===== src/rtl/sprite_sched_pkg.sv =====
// Shared definitions for the sprite command scheduler: display bus word layout,
// control codes, scheduler states and small word helpers.
package sprite_sched_pkg;

  localparam int CID_MSB   = 31;
  localparam int CID_LSB   = 26;
  localparam int CHILD_MSB = 25;
  localparam int CHILD_LSB = 21;
  localparam int CC_MSB    = 20;
  localparam int CC_LSB    = 17;
  localparam int DTYPE_MSB = 16;
  localparam int DTYPE_LSB = 14;
  localparam int BUF_BIT   = 13;
  localparam int DATA_MSB  = 12;
  localparam int DATA_LSB  = 0;

  localparam logic [3:0]  CC_NOP    = 4'h0;
  localparam logic [3:0]  CC_UPDATE = 4'h1;
  localparam logic [3:0]  CC_SWAP   = 4'hF;
  localparam logic [31:0] IDLE_WORD = 32'h0;

  typedef enum logic [1:0] {
    ST_RUN         = 2'd0,
    ST_WAIT_VBLANK = 2'd1,
    ST_SWAP        = 2'd2
  } sched_state_e;

  function automatic logic [3:0] ctrl_code(input logic [31:0] word);
    return word[CC_MSB:CC_LSB];
  endfunction

  function automatic logic [31:0] swap_word(input logic bsel);
    logic [31:0] word;
    word                = IDLE_WORD;
    word[CC_MSB:CC_LSB] = CC_SWAP;
    word[BUF_BIT]       = bsel;
    return word;
  endfunction

endpackage


===== src/rtl/sprite_cmd_scheduler_if.sv =====
// Host-side command/status signals and the broadcast display bus of the scheduler.
interface sprite_cmd_scheduler_if #(
  parameter int FIFO_DEPTH = 16
);
  logic                          host_write;
  logic [31:0]                   host_writedata;
  logic                          host_commit;
  logic [9:0]                    hcount;
  logic [9:0]                    vcount;
  logic [31:0]                   disp_writedata;
  logic                          active_buffer;
  logic                          host_ready;
  logic                          commit_pending;
  logic [$clog2(FIFO_DEPTH):0]   fifo_count;
  logic [7:0]                    frame_count;
  logic [1:0]                    err_flags;

  modport master (
    output host_write, host_writedata, host_commit, hcount, vcount,
    input  disp_writedata, active_buffer, host_ready, commit_pending,
           fifo_count, frame_count, err_flags
  );

  modport slave (
    input  host_write, host_writedata, host_commit, hcount, vcount,
    output disp_writedata, active_buffer, host_ready, commit_pending,
           fifo_count, frame_count, err_flags
  );
endinterface


===== src/rtl/sched_cmd_fifo.sv =====
// Synchronous command FIFO with registered read data and occupancy count.
// A write on a full FIFO is accepted when a read happens in the same cycle.
module sched_cmd_fifo #(
  parameter int DEPTH  = 16,
  parameter int DATA_W = 32
) (
  input  logic                      clk,
  input  logic                      rst_n,
  input  logic                      wr_en,
  input  logic [DATA_W-1:0]         wr_data,
  input  logic                      rd_en,
  output logic [DATA_W-1:0]         rd_data,
  output logic [$clog2(DEPTH):0]    count,
  output logic                      full,
  output logic                      empty
);
  localparam int AW = $clog2(DEPTH);

  logic [DATA_W-1:0] mem [DEPTH];
  logic [AW-1:0]     wr_ptr;
  logic [AW-1:0]     rd_ptr;
  logic              wr_ok;
  logic              rd_ok;

  assign full  = (count == (AW+1)'(DEPTH));
  assign empty = (count == '0);
  assign wr_ok = wr_en && (!full || rd_en);
  assign rd_ok = rd_en && !empty;

  // storage and read register carry no reset; validity is tracked by the caller
  always_ff @(posedge clk) begin
    if (wr_ok) mem[wr_ptr] <= wr_data;
    if (rd_ok) rd_data <= mem[rd_ptr];
  end

  always_ff @(posedge clk or negedge rst_n) begin
    if (!rst_n) begin
      wr_ptr <= '0;
      rd_ptr <= '0;
      count  <= '0;
    end else begin
      if (wr_ok) wr_ptr <= wr_ptr + AW'(1);
      if (rd_ok) rd_ptr <= rd_ptr + AW'(1);
      case ({wr_ok, rd_ok})
        2'b10:   count <= count + (AW+1)'(1);
        2'b01:   count <= count - (AW+1)'(1);
        default: count <= count;
      endcase
    end
  end
endmodule


===== src/rtl/sprite_cmd_scheduler.sv =====
// Drains host sprite commands onto the display bus and issues a buffer swap
// word at the vertical blanking line once a commit has fully drained.
module sprite_cmd_scheduler
  import sprite_sched_pkg::*;
#(
  parameter int         FIFO_DEPTH  = 16,
  parameter logic [9:0] VBLANK_LINE = 10'd480
) (
  input  logic                     clk,
  input  logic                     reset,
  sprite_cmd_scheduler_if.slave    bus
);
  localparam int CW = $clog2(FIFO_DEPTH) + 1;

  sched_state_e state;
  logic [31:0]  fifo_rd_data;
  logic [CW-1:0] fifo_cnt;
  logic         fifo_full;
  logic         fifo_empty;
  logic         illegal_p0;
  logic         push_p0;
  logic         pop_p0;
  logic         vld_p1;
  logic         vblank_hit;
  logic         active_buffer;
  logic         commit_pending;
  logic [7:0]   frame_count;
  logic [1:0]   err_flags;
  logic [31:0]  disp_word;

  // host-side intake: swap words from the host are never queued
  assign illegal_p0 = bus.host_write && (ctrl_code(bus.host_writedata) == CC_SWAP);
  assign push_p0    = bus.host_write && !illegal_p0;
  assign pop_p0     = (state == ST_RUN) && !fifo_empty;
  assign vblank_hit = (bus.vcount == VBLANK_LINE) && (bus.hcount == 10'd0);

  sched_cmd_fifo #(
    .DEPTH  (FIFO_DEPTH),
    .DATA_W (32)
  ) u_fifo (
    .clk     (clk),
    .rst_n   (reset),
    .wr_en   (push_p0),
    .wr_data (bus.host_writedata),
    .rd_en   (pop_p0),
    .rd_data (fifo_rd_data),
    .count   (fifo_cnt),
    .full    (fifo_full),
    .empty   (fifo_empty)
  );

  always_ff @(posedge clk or negedge reset) begin
    if (!reset) begin
      state          <= ST_RUN;
      vld_p1         <= 1'b0;
      active_buffer  <= 1'b0;
      commit_pending <= 1'b0;
      frame_count    <= 8'd0;
      err_flags      <= 2'b00;
    end else begin
      vld_p1 <= pop_p0;

      if (push_p0 && fifo_full && !pop_p0) err_flags[0] <= 1'b1;
      if (illegal_p0)                      err_flags[1] <= 1'b1;

      // a commit arriving during the swap cycle targets the new back buffer
      if (state == ST_SWAP)
        commit_pending <= bus.host_commit;
      else if (bus.host_commit)
        commit_pending <= 1'b1;

      case (state)
        ST_RUN: begin
          if (commit_pending && fifo_empty && !vld_p1) state <= ST_WAIT_VBLANK;
        end
        ST_WAIT_VBLANK: begin
          if (vblank_hit) state <= ST_SWAP;
        end
        ST_SWAP: begin
          active_buffer <= ~active_buffer;
          frame_count   <= frame_count + 8'd1;
          state         <= ST_RUN;
        end
        default: state <= ST_RUN;
      endcase
    end
  end

  // stage p1: popped word or swap word onto the broadcast bus, idle otherwise
  always_comb begin
    disp_word = IDLE_WORD;
    if (vld_p1) begin
      disp_word          = fifo_rd_data;
      disp_word[BUF_BIT] = ~active_buffer;
    end else if (state == ST_SWAP) begin
      disp_word = swap_word(~active_buffer);
    end
  end

  assign bus.disp_writedata = disp_word;
  assign bus.active_buffer  = active_buffer;
  assign bus.host_ready     = !fifo_full;
  assign bus.commit_pending = commit_pending;
  assign bus.fifo_count     = fifo_cnt;
  assign bus.frame_count    = frame_count;
  assign bus.err_flags      = err_flags;
endmodule


===== src/flat_wrapper.sv =====
// flat-port wrapper written by rule: the top's interface ports become plain ports
module sprite_cmd_scheduler_flat import sprite_sched_pkg::*;
#(
  parameter int         FIFO_DEPTH  = 16,
  parameter logic [9:0] VBLANK_LINE = 10'd480
)
  (clk, reset, bus_host_write, bus_host_writedata, bus_host_commit, bus_hcount, bus_vcount, bus_disp_writedata, bus_active_buffer, bus_host_ready, bus_commit_pending, bus_fifo_count, bus_frame_count, bus_err_flags);
  sprite_cmd_scheduler_if #(.FIFO_DEPTH(FIFO_DEPTH)) bus_i ();
  input  logic clk;
  input  logic reset;
  input wire logic [$bits(bus_i.host_write)-1:0] bus_host_write;
  input wire logic [$bits(bus_i.host_writedata)-1:0] bus_host_writedata;
  input wire logic [$bits(bus_i.host_commit)-1:0] bus_host_commit;
  input wire logic [$bits(bus_i.hcount)-1:0] bus_hcount;
  input wire logic [$bits(bus_i.vcount)-1:0] bus_vcount;
  output wire logic [$bits(bus_i.disp_writedata)-1:0] bus_disp_writedata;
  output wire logic [$bits(bus_i.active_buffer)-1:0] bus_active_buffer;
  output wire logic [$bits(bus_i.host_ready)-1:0] bus_host_ready;
  output wire logic [$bits(bus_i.commit_pending)-1:0] bus_commit_pending;
  output wire logic [$bits(bus_i.fifo_count)-1:0] bus_fifo_count;
  output wire logic [$bits(bus_i.frame_count)-1:0] bus_frame_count;
  output wire logic [$bits(bus_i.err_flags)-1:0] bus_err_flags;
  assign bus_i.host_write = bus_host_write;
  assign bus_i.host_writedata = bus_host_writedata;
  assign bus_i.host_commit = bus_host_commit;
  assign bus_i.hcount = bus_hcount;
  assign bus_i.vcount = bus_vcount;
  assign bus_disp_writedata = bus_i.disp_writedata;
  assign bus_active_buffer = bus_i.active_buffer;
  assign bus_host_ready = bus_i.host_ready;
  assign bus_commit_pending = bus_i.commit_pending;
  assign bus_fifo_count = bus_i.fifo_count;
  assign bus_frame_count = bus_i.frame_count;
  assign bus_err_flags = bus_i.err_flags;
  sprite_cmd_scheduler #(.FIFO_DEPTH(FIFO_DEPTH), .VBLANK_LINE(VBLANK_LINE)) u_core (.clk(clk), .reset(reset), .bus(bus_i));
endmodule

===== config.mk =====
export PLATFORM = sky130hd
export DESIGN_NAME = sprite_cmd_scheduler_flat
export DESIGN_NICKNAME = d
export VERILOG_FILES = /design/src/rtl/sprite_sched_pkg.sv /design/src/rtl/sprite_cmd_scheduler_if.sv /design/src/rtl/sched_cmd_fifo.sv /design/src/rtl/sprite_cmd_scheduler.sv /design/src/flat_wrapper.sv
export SDC_FILE = /design/constraint.sdc
export NUM_CORES = 1
export LEC_CHECK = 0
export ABC_AREA = 1
export CORE_MARGIN = 2
export CORE_UTILIZATION = 45
export DETAILED_ROUTE_END_ITERATION = 12
export PLACE_DENSITY = 0.71
export SYNTH_ARGS = -nofsm -noshare
export SYNTH_HDL_FRONTEND = slang
export SYNTH_SLANG_ARGS = --single-unit

===== constraint.sdc =====
create_clock -name clk -period 6.5 [get_ports clk]
set_clock_uncertainty 0.05 [all_clocks]
set_input_delay 0.65 -clock clk [delete_from_list [all_inputs] [get_ports clk]]
set_output_delay 0.65 -clock clk [all_outputs]
set_load 0.02 [all_outputs]

==> run metrics <==
outcome=finished, final reports clean; EDFF count, synth=roughly 530; clk sinks=555; synthesized net count=slightly below 2,000; Slew Limit Headroom=approximately 4.3%; register area share after synthesis=around 73%; fin. max-slew vios=0; Final Setup Violations=0; WP data required=~7.0 ns; Worst Setup End Kind=register; Yosys warning count=0; final worst path period need=around 4.0 ns; mapped cell area=about 23,000 um2; share of layout cells above drive strength 1=6.53%; H-tree depth=2; highest cell delay on the worst timing path=roughly 0.82 ns; initial antenna violation count=0; area leader, netlist=edfxtp_1; Root Buffer=clkbuf_16; Die ar.=approximately 52,000 um2; CTS tree=built; Largest delay share family, worst path=simple AND/OR/NAND/NOR gates; grt total ovfl=0; Setup TNS=0 ns; largest net degree at the start of global routing=159; DRC viols=0; Clk pwr share=a little under two fifths; pwr dens=approximately 300 nW/um2; FFs w/ async S/R, synth=under 10%; WL final=50.9 mm; Int Pwr=between 6 and 7 mW; cell area after layout=roughly 26,000 um2; FP Rows=between 80 and 90; Clk Latency, worst-skew pair=between 0.6 and 0.7 ns; top-count cell post-synth=edfxtp_1; Avg Inst Size Synth=about 12 um2; crit path kind=in2reg; Worst Tran Pin Value=1.43 ns; switching share of power=23.1%; worst-path cell chain=clkdlybuf4s50_1, nand2_1, o21ai_0, inv_1, nand2_2, ha_1, nor2_1, nor2_1, ha_1, inv_1, nand2_1, nand3_1, nand2_1, nand2_1, nand3_1, nand2_1; postcts setup bufs=0; Final Net Count=about 2,000; Tcrit/Tclk final=roughly three fifths; Final ANT Viol Nets=0; fmax=between 200 and 250 MHz; critical path peak fanout=22; gpl congestion=0.805; ant diodes=0; hold buffers post-CTS=0; Max clock buf depth=3; VDD IR-drop max=~0.19 mV; post-synth top area share=between 60% and 70%; IO Pins=106; endpoints failing hold=0; P&R area growth vs syn=14.7%; Netlist cell types=33; Die W=around 230 um; routed len/inst=19.0 um; NetSw=approximately 1.8 mW; first-pass GRT wire length=78.6 mm; RSZ-0062 raised after global routing=no; Gate power share=between 7 and 8%; Core Area=approximately 50,000 um2; Hold Crit Class=in2async; via total after detailed routing=roughly 14,000; Synth Flop Type=edfxtp_1; Placed Instance Area=24,400 um2; vias in the first global route=13,900; Crit path top cell by count=nand2_1; Sequential Power Share=54.3%; number of port buffers=approximately 100; synth top area cells=edfxtp_1, nor2_1, nand3_1; Clock transition at path regs=roughly 0.060 ns; Detail Placement HPWL=~27 mm; Initial Utilization=a little under half; utilization after layout=between 50% and 60%; P_leak=between 9 and 10 nW; CP max-delay cell=clkdlybuf4s50_1; top cells by instance count after synthesis=edfxtp_1, nor2_1, nand2_1; Initial DRC Count=around 1,400; die height=between 200 and 250 um; Total GRT Usage=~19%; CP startpoint kind=input pin; CTS resizes=0; First-pass DRT Iterations=5; #FFs+latches synth=555; number of max-cap violations=0; Gate Count Post-Synth=1,882; total CTS buffers=between 50 and 60; DR vias/cell=~5.4; CP arrival=between 4 and 5 ns; Critical path buffers and inverters=3
[final cells by class]
class | count | area (um2)
Fill cell | 4131 | 24000
Sequential cell | 555 | 16500
Multi-Input combinational cell | 1070 | 5150
Clock buffer | 71 | 1450
Timing Repair Buffer | 133 | 1260
Tap cell | 672 | 841
Inverter | 149 | 573
Clock inverter | 28 | 215
[per-stage QoR]
stage	power (mW)	hold slack, ns	cells	setup WS [ns]
after global routing	8.16	0.437	2678	2.11
after CTS	7.95	0.399	2678	2.47
after detailed placement	4.99	0.404	2579	1.84
final	7.91	0.406	2678	2.49
after floorplan	4.68	0.304	1882	3.40
after global placement	4.96	0.403	2579	1.98
[logic make-up after synthesis]
kind of cell               Yosys count  synth area share [%]
AOI/OAI and AO/OA                  270                  7.00
xor gates and xnor gates            14                 0.541
adders and majority gates           10                 0.552
buffers and inverters              257                  4.97
DFF                                555                  72.9
and+or+nand+nor                    776                  14.1
[power by group through the flow]
stage / clock (mW) / combinational (mW) / sequential, mW
after detailed placement: 0 / 0.629 / 4.36
after global routing: 3.17 / 0.690 / 4.31
after floorplan: 0 / 0.314 / 4.36
after CTS: 3.03 / 0.633 / 4.29
final: 2.99 / 0.628 / 4.29
after global placement: 0 / 0.607 / 4.35
[placed cells by master, fill, tap and decap left out, drive strengths merged, types with 4 or more instances in the layout]
master	count
a21oi	10
buf	29
clkbuf	71
clkdlybuf4s50	104
clkinv	23
dfrtp	28
edfxtp	527
ha	10
inv	151
nand2	216
nand3	199
nand4	4
nor2	352
o211ai	83
o21ai	172
xnor2	4
xor2	10
[path summary, 6_finish.rpt]
| path | from | to | slack, ns | cells past startpoint |
|---|---|---|---|---|
| setup / recovery | bus_host_writedata[18] | u_core.u_fifo.count[4] | 2.49 | 16 |
| hold reg to reg | u_core.bus.err_flags[1] | u_core.bus.err_flags[1] | 0.42 | 1 |
| setup reg to reg | u_core.u_fifo.count[2] | u_core.u_fifo.count[4] | 3.18 | 15 |
| min in group clk | u_core.bus.err_flags[1] | u_core.bus.err_flags[1] | 0.42 | 1 |
| hold / removal | reset | u_core.state[1] | 0.41 | 2 |
| max in group asynchronous | reset | u_core.u_fifo.rd_ptr[0] | 5.64 | 2 |
[flip-flops by register name (all words and copies together), names as in the netlist]
name	flops
u_core.bus.active_buffer	1
u_core.bus.commit_pending	1
u_core.bus.err_flags	2
u_core.bus.frame_count	8
u_core.state	2
u_core.u_fifo.count	5
u_core.u_fifo.mem	496
u_core.u_fifo.rd_data	31
u_core.u_fifo.rd_ptr	4
u_core.u_fifo.wr_ptr	4
u_core.vld_p1	1
[layer usage]
metal  vias to the layer above  global-route usage, %  routed length, um  part of all wire [%]
met5                         -                      0                  0                     0
met4                         0                   5.74               1110                   2.2
met3                        87                   3.14               3370                   6.6
met2                       509                   33.0              25000                    49
met1                      7029                   25.4              21400                    42
li1                       6734                      -                  -                     -
Power figures use the tool's default switching activity.
